<file path="config.mk">
export PLATFORM = sky130hd
export DESIGN_NAME = multiplier_seq
export DESIGN_NICKNAME = d
export VERILOG_FILES = /design/src/rtl/multiplier_seq.sv
export SDC_FILE = /design/constraint.sdc
export NUM_CORES = 1
export LEC_CHECK = 0
export CAP_MARGIN = 20
export CORE_ASPECT_RATIO = 1.4
export CORE_MARGIN = 4
export CORE_UTILIZATION = 51
export CTS_BUF_LIST = sky130_fd_sc_hd__clkbuf_16
export CTS_CLUSTER_DIAMETER = 60
export DETAILED_ROUTE_END_ITERATION = 12
export PLACE_DENSITY = 0.8
export SYNTH_ARGS = -nofsm -noshare
export SYNTH_HDL_FRONTEND = slang
export SYNTH_SLANG_ARGS = --single-unit
export TNS_END_PERCENT = 1
</file>
<file path="constraint.sdc">
create_clock -name clock -period 2.6 [get_ports clock]
set_input_delay 0.52 -clock clock [delete_from_list [all_inputs] [get_ports clock]]
set_output_delay 0.52 -clock clock [all_outputs]
set_load 0.05 [all_outputs]
</file>
<file path="src/rtl/multiplier_seq.sv">
// rtl/multiplier_seq.sv - sequential shift-add unsigned multiplier with valid/ready handshakes
// Optional feature: define MULTIPLIER_SEQ_EARLY_DONE_EN to finish as soon as the
// remaining multiplier bits are all zero (the product value is unchanged).
module multiplier_seq #(
  parameter int MULTIPLICAND_WIDTH = 3,
  parameter int MULTIPLIER_WIDTH   = 2
) (
  input  logic                                         clock,
  input  logic                                         reset,
  input  logic                                         in_valid,
  output logic                                         in_ready,
  input  logic [MULTIPLICAND_WIDTH-1:0]                multiplicand,
  input  logic [MULTIPLIER_WIDTH-1:0]                  multiplier,
  output logic                                         out_valid,
  input  logic                                         out_ready,
  output logic [MULTIPLICAND_WIDTH+MULTIPLIER_WIDTH-1:0] product
);

  localparam int PW = MULTIPLICAND_WIDTH + MULTIPLIER_WIDTH;
  // Counter only has to reach MULTIPLIER_WIDTH-1; keep at least one bit.
  localparam int CW = (MULTIPLIER_WIDTH > 1) ? $clog2(MULTIPLIER_WIDTH) : 1;
  localparam logic [CW-1:0] LAST = CW'(MULTIPLIER_WIDTH - 1);

  typedef enum logic [1:0] {
    IDLE = 2'd0,
    BUSY = 2'd1,
    DONE = 2'd2
  } state_t;

  state_t                  r_state;
  state_t                  w_state_next;
  logic [PW-1:0]           r_mcand;
  logic [MULTIPLIER_WIDTH-1:0] r_mplier;
  logic [PW-1:0]           r_acc;
  logic [CW-1:0]           r_cnt;
  logic [PW-1:0]           r_product;

  logic                    w_accept;
  logic                    w_last;
  logic [PW-1:0]           w_addend;
  logic [PW-1:0]           w_acc_next;

  assign w_accept   = (r_state == IDLE) && in_valid && !reset;
  assign w_addend   = r_mplier[0] ? r_mcand : '0;
  assign w_acc_next = r_acc + w_addend;

`ifdef MULTIPLIER_SEQ_EARLY_DONE_EN
  // Stop once no set multiplier bits remain after this edge's shift.
  assign w_last = (r_cnt == LAST) || ((r_mplier >> 1) == '0);
`else
  assign w_last = (r_cnt == LAST);
`endif

  // State register.
  always_ff @(posedge clock or posedge reset) begin
    if (reset) begin
      r_state <= IDLE;
    end else begin
      r_state <= w_state_next;
    end
  end

  // Next-state logic: accept, iterate over multiplier bits, wait for consumer.
  always_comb begin
    w_state_next = r_state;
    case (r_state)
      IDLE:    if (w_accept)  w_state_next = BUSY;
      BUSY:    if (w_last)    w_state_next = DONE;
      DONE:    if (out_ready) w_state_next = IDLE;
      default: w_state_next = IDLE;
    endcase
  end

  // Datapath: capture operands on accept, one shift-add step per BUSY edge.
  always_ff @(posedge clock or posedge reset) begin
    if (reset) begin
      r_mcand   <= '0;
      r_mplier  <= '0;
      r_acc     <= '0;
      r_cnt     <= '0;
      r_product <= '0;
    end else begin
      if (w_accept) begin
        r_mcand  <= PW'(multiplicand);
        r_mplier <= multiplier;
        r_acc    <= '0;
        r_cnt    <= '0;
      end else if (r_state == BUSY) begin
        r_acc    <= w_acc_next;
        r_mcand  <= r_mcand << 1;
        r_mplier <= r_mplier >> 1;
        r_cnt    <= r_cnt + CW'(1);
        if (w_last) begin
          r_product <= w_acc_next;
        end
      end
    end
  end

  assign in_ready  = (r_state == IDLE) && !reset;
  assign out_valid = (r_state == DONE);
  assign product   = r_product;

endmodule
</file>
Yosys cells after proc, flatten, opt, wreduce, memory -nomap -nowiden --
Cells that the tools add are included. Widths: inputs -> output; s select.
Operators by class: add/sub/neg operators 2, equal/unequal tests 5, multiplexer cells 13, bitwise gates (word level) 1, reduce and logical (&&, ||, !) cells 8
Operators by type and width (count):
- $mux 5 | 5
- $mux 2 | 5
- $pmux 2 s3 | 1
- $reduce_and 3->1 | 2
- $add 5x5->5 | 1
- $ne 2x2->1 const B | 2
- $logic_and 1x1->1 | 3
- $eq 2x1->1 const B | 1
- $eq 2x2->1 const B | 1
- $logic_not 2->1 | 1
- $mux 1 | 2
- $ne 2x1->1 const B | 1
- $reduce_bool 2->1 | 1
- $add 1x1->1 const B | 1
- $logic_not 1->1 | 1
- $not 1->1 | 1
Storage, ports and cells: flip-flop bits (word level) 20, input bits 9, output and inout port bits 7

Depth between registers and ports, before layout --
depth in word-level cells 5, depth in mapped cells 7, gate-level depth less buffers 7

Worst setup path before layout --
No wires, ideal clock.
kind register -> register, start point register r_mplier[0], end point register r_product[4] (netlist: product[4]), library setup time 0.125 ns, data arrival time 2.077 ns, required time 2.475 ns, slack 0.398 ns, stages on the path, launching flop included 8, clock period less this slack 2.202 ns, cell sequence dfrtp_1 -> and2_1 -> ha_1 -> fa_1 -> a21o_1 -> a21oi_2 -> xor3_1 -> mux2_2
On the way: cells in the longest elaborated chain, start to end 2
RTL lines:
- start, declared | line 33 | logic [MULTIPLIER_WIDTH-1:0] r_mplier;
- start signal, assigned | line 85 | r_mplier <= multiplier;
- start signal, assigned | line 91 | r_mplier <= r_mplier >> 1;
- $mux 5 | line 44 | assign w_addend = r_mplier[0] ? r_mcand : '0;
- $add 5x5->5 | line 45 | assign w_acc_next = r_acc + w_addend;
- end signal, assigned | line 94 | r_product <= w_acc_next;
- end, declared | line 36 | logic [PW-1:0] r_product;
Every way passes these cells. A chain may end at the register's enable or synchronous reset.

Worst setup path in the final report --
Same ends and word-level chain as after synthesis.

==> metrics.csv <==
metric;value;unit
required;2.74;ns
synth_area_leaders;dfrtp_1 49%, nand2_1 8.8%, ha_1 4.9%;
insertion_delay;0.25;ns
cp_slowest_cell;dfrtp_1;
vias_per_cell;5.541;
grt_use_total;16.86;%
pre_cts_slack;0.2452;ns
drc;0;
die_h;60.91;um
power_density;1218;nW/um^2
reg2reg_depth;7;
place_area;1195;sq um
drt_iter0_drc;13;
crit_cells;7;
nets;130;
fin_cells;135;
synth_nets;112;
max_clock_freq;419.8;MHz
grt_pass1_wl;3291;um
hold_viol;0;
slew_viol_final;0;
drv_cap;0;
syn_area_per_cell;10.41;sq um
cts.path.max_buffers;2;
fin_crit_sh;91.62;%
wirelength;1947;um
cts_resized;0;
cts_tree;done;
postCtsSetupRepairBufs;0;
fin_skew;0.003746;ns
cts_buffers;3;
yosysUniqueCellTypes;28;
async_flop_share;100.0;%
ys_ff_latch;20;
fin_crit;2.382;ns
critical_path_class;register to register;
power_leakage;0.6131;nW
min-delay-path-class;register to register;
grt_pass1_vias;762;
finalWorstSetupSlack;0.2178;ns
cts-root-buf;clkbuf_16;
yosysTopAreaCellShare;49.08;%
synth_flop_cell;dfrtp_1;
htreeDepth;1;
portBuffers;15;
syn_inst;98;
syn_to_final_growth;24.91;%
worstPathCellList;and2_1 > ha_1 > fa_1 > a21o_1 > a21oi_2 > xor3_1 > mux2_2;
vias;748;
synth_compound_area_share;12.15;%
synth_top_cell_by_area;dfrtp_1;
timing.slew.headroom;48.76;%
clock_sinks;20;
fp.dieW;45.79;um
cp.arrival;2.52;ns
ir_drop;0.8663;mV
yosysMostFrequentCell;nand2_1;
setup_violations;0;
dp_hpwl;1393;um
hold_slack;0.4773;ns
numPlacedInstances;131;
status;finished, final reports clean;
cp_slowest_stage_delay;0.42;ns
fin_setup_tns;0;ns
synth.area.mux_share;4.417;%
crit_family;adder cells;
start_util;55.90;%
synth-simple-area-share;19.26;%
dieArea;2789;sq um
synthAdderAreaFrac;6.871;%
design_area;1274;sq um
path_buf_inv;0;
wl_per_cell;14.42;um
ys_seq_area_share;49.08;%
rows;18;
diodes;0;
path_clk_slew;0.06;ns
grt_max_degree;21;
grt_overflow;0;
crit_path_start_kind;register;
core;1824;sq um
io_pins;16;
rsz0062_at_grt;no;
grt_antenna_before_repair;0;
critPathCaptureType;register;
tightest_slew;0.7678;ns
synth_top_family_by_area;simple AND/OR/NAND/NOR gates;
hold_depth;2;
synth.cell_area;1020;sq um
synth-xor-area-share;5.767;%
place_congestion;0.7441;
postRouteAntennaNets;0;
synth_edf_count;0;
cts_hold_buffers;0;
drive_above_1_share;11.30;%
crit_path_max_fanout;7;
yosysWarnings;0;
synth_common_cells;24 x nand2_1, 20 x dfrtp_1, 9 x o21ai_0;
first_pass_iters;4;
report_power, final:
part	total (mW)	switching [mW]	leakage, nW	internal (mW)
registers	0.550	0.107	0.264	0.443
logic	0.684	0.408	0.310	0.275
clock network	0.318	0.113	0.0385	0.205
flip-flops by register name, summed over array words and instances, names as in the netlist:
name / count
r_cnt: 1
r_acc: 5
r_state: 2
r_mcand: 5
product: 5
r_mplier: 2
cell type report:
cell class | instances | area [sq um]
clock buffer | 3 | 75.07
clock inverter | 1 | 3.754
fill | 128 | 550.5
inverter | 2 | 7.507
multi-input combinational | 73 | 494.2
sequential | 20 | 500.5
tap | 20 | 25.02
timing repair buffer | 16 | 167.7
routing by layer:
metal  GRT usage (%)  vias to the layer above  share of wire, %
met2           27.74                       19                49
met5               0                        -                 0
met3           4.748                        4               4.8
li1                -                      369                 -
met4           6.911                        0               2.2
met1           20.45                      356                44
stage by stage:
stage          utilization (%)  power (mW)
6_report                 69.82       1.552
5_1_grt                  69.82       1.655
4_1_cts                  69.82       1.561
3_5_place_dp             65.50       1.238
3_3_place_gp             65.50       1.221
2_1_floorplan                -       1.042
worst min-delay path, cell delays in order (launching register included):
cell and delay, ns:
dfrtp_1 0.34, nand2_1 0.04, o21ai_0 0.06
final timing paths:
check,endpoint,startpoint,slack (ns)
worst max-delay path,product[4]$_DFFE_PP0P_,r_mplier[0]$_DFFE_PP0P_,0.22
worst min-delay path,product[2]$_DFFE_PP0P_,product[2]$_DFFE_PP0P_,0.48
worst max register to register,product[4]$_DFFE_PP0P_,r_mplier[0]$_DFFE_PP0P_,0.22
worst min register to register,product[2]$_DFFE_PP0P_,product[2]$_DFFE_PP0P_,0.48
max in group asynchronous,r_mplier[0]$_DFFE_PP0P_,reset,1.31
min in group asynchronous,r_state[1]$_DFFE_PP0P_,reset,0.81
cell usage in the layout, fill, tap and decap left out:
cell	netlist	final
xor3_1	1	1
clkbuf_16	0	3
nor2b_2	1	1
xor2_1	1	1
nor2_1	2	2
nand2_1	24	24
a21oi_1	1	1
buf_4	1	1
nand3_1	1	1
xnor2_1	3	3
o211ai_1	1	1
a21o_1	2	2
fa_1	1	1
nand2b_1	3	3
nor3_1	1	1
o21bai_1	1	1
nand2_2	1	1
inv_1	2	2
and2_1	4	4
o21ai_0	9	9
o22ai_1	2	2
nor4b_4	1	1
clkinv_1	0	1
a21oi_2	1	1
a22oi_1	3	3
dfrtp_1	20	20
nand4_1	1	1
buf_12	0	1
mux2_2	4	4
ha_1	4	4
clkdlybuf4s50_1	0	14
cell families (layout without fill, tap and decap cells):
kind of cell | Yosys count | after routing
muxes | 4 | 4
DFF | 20 | 20
AOI/OAI and AO/OA | 20 | 20
xor gates and xnor gates | 5 | 5
buffers and inverters | 5 | 22
and+or+nand+nor | 39 | 39
adders and majority gates | 5 | 5
Power figures use the tool's default switching activity.
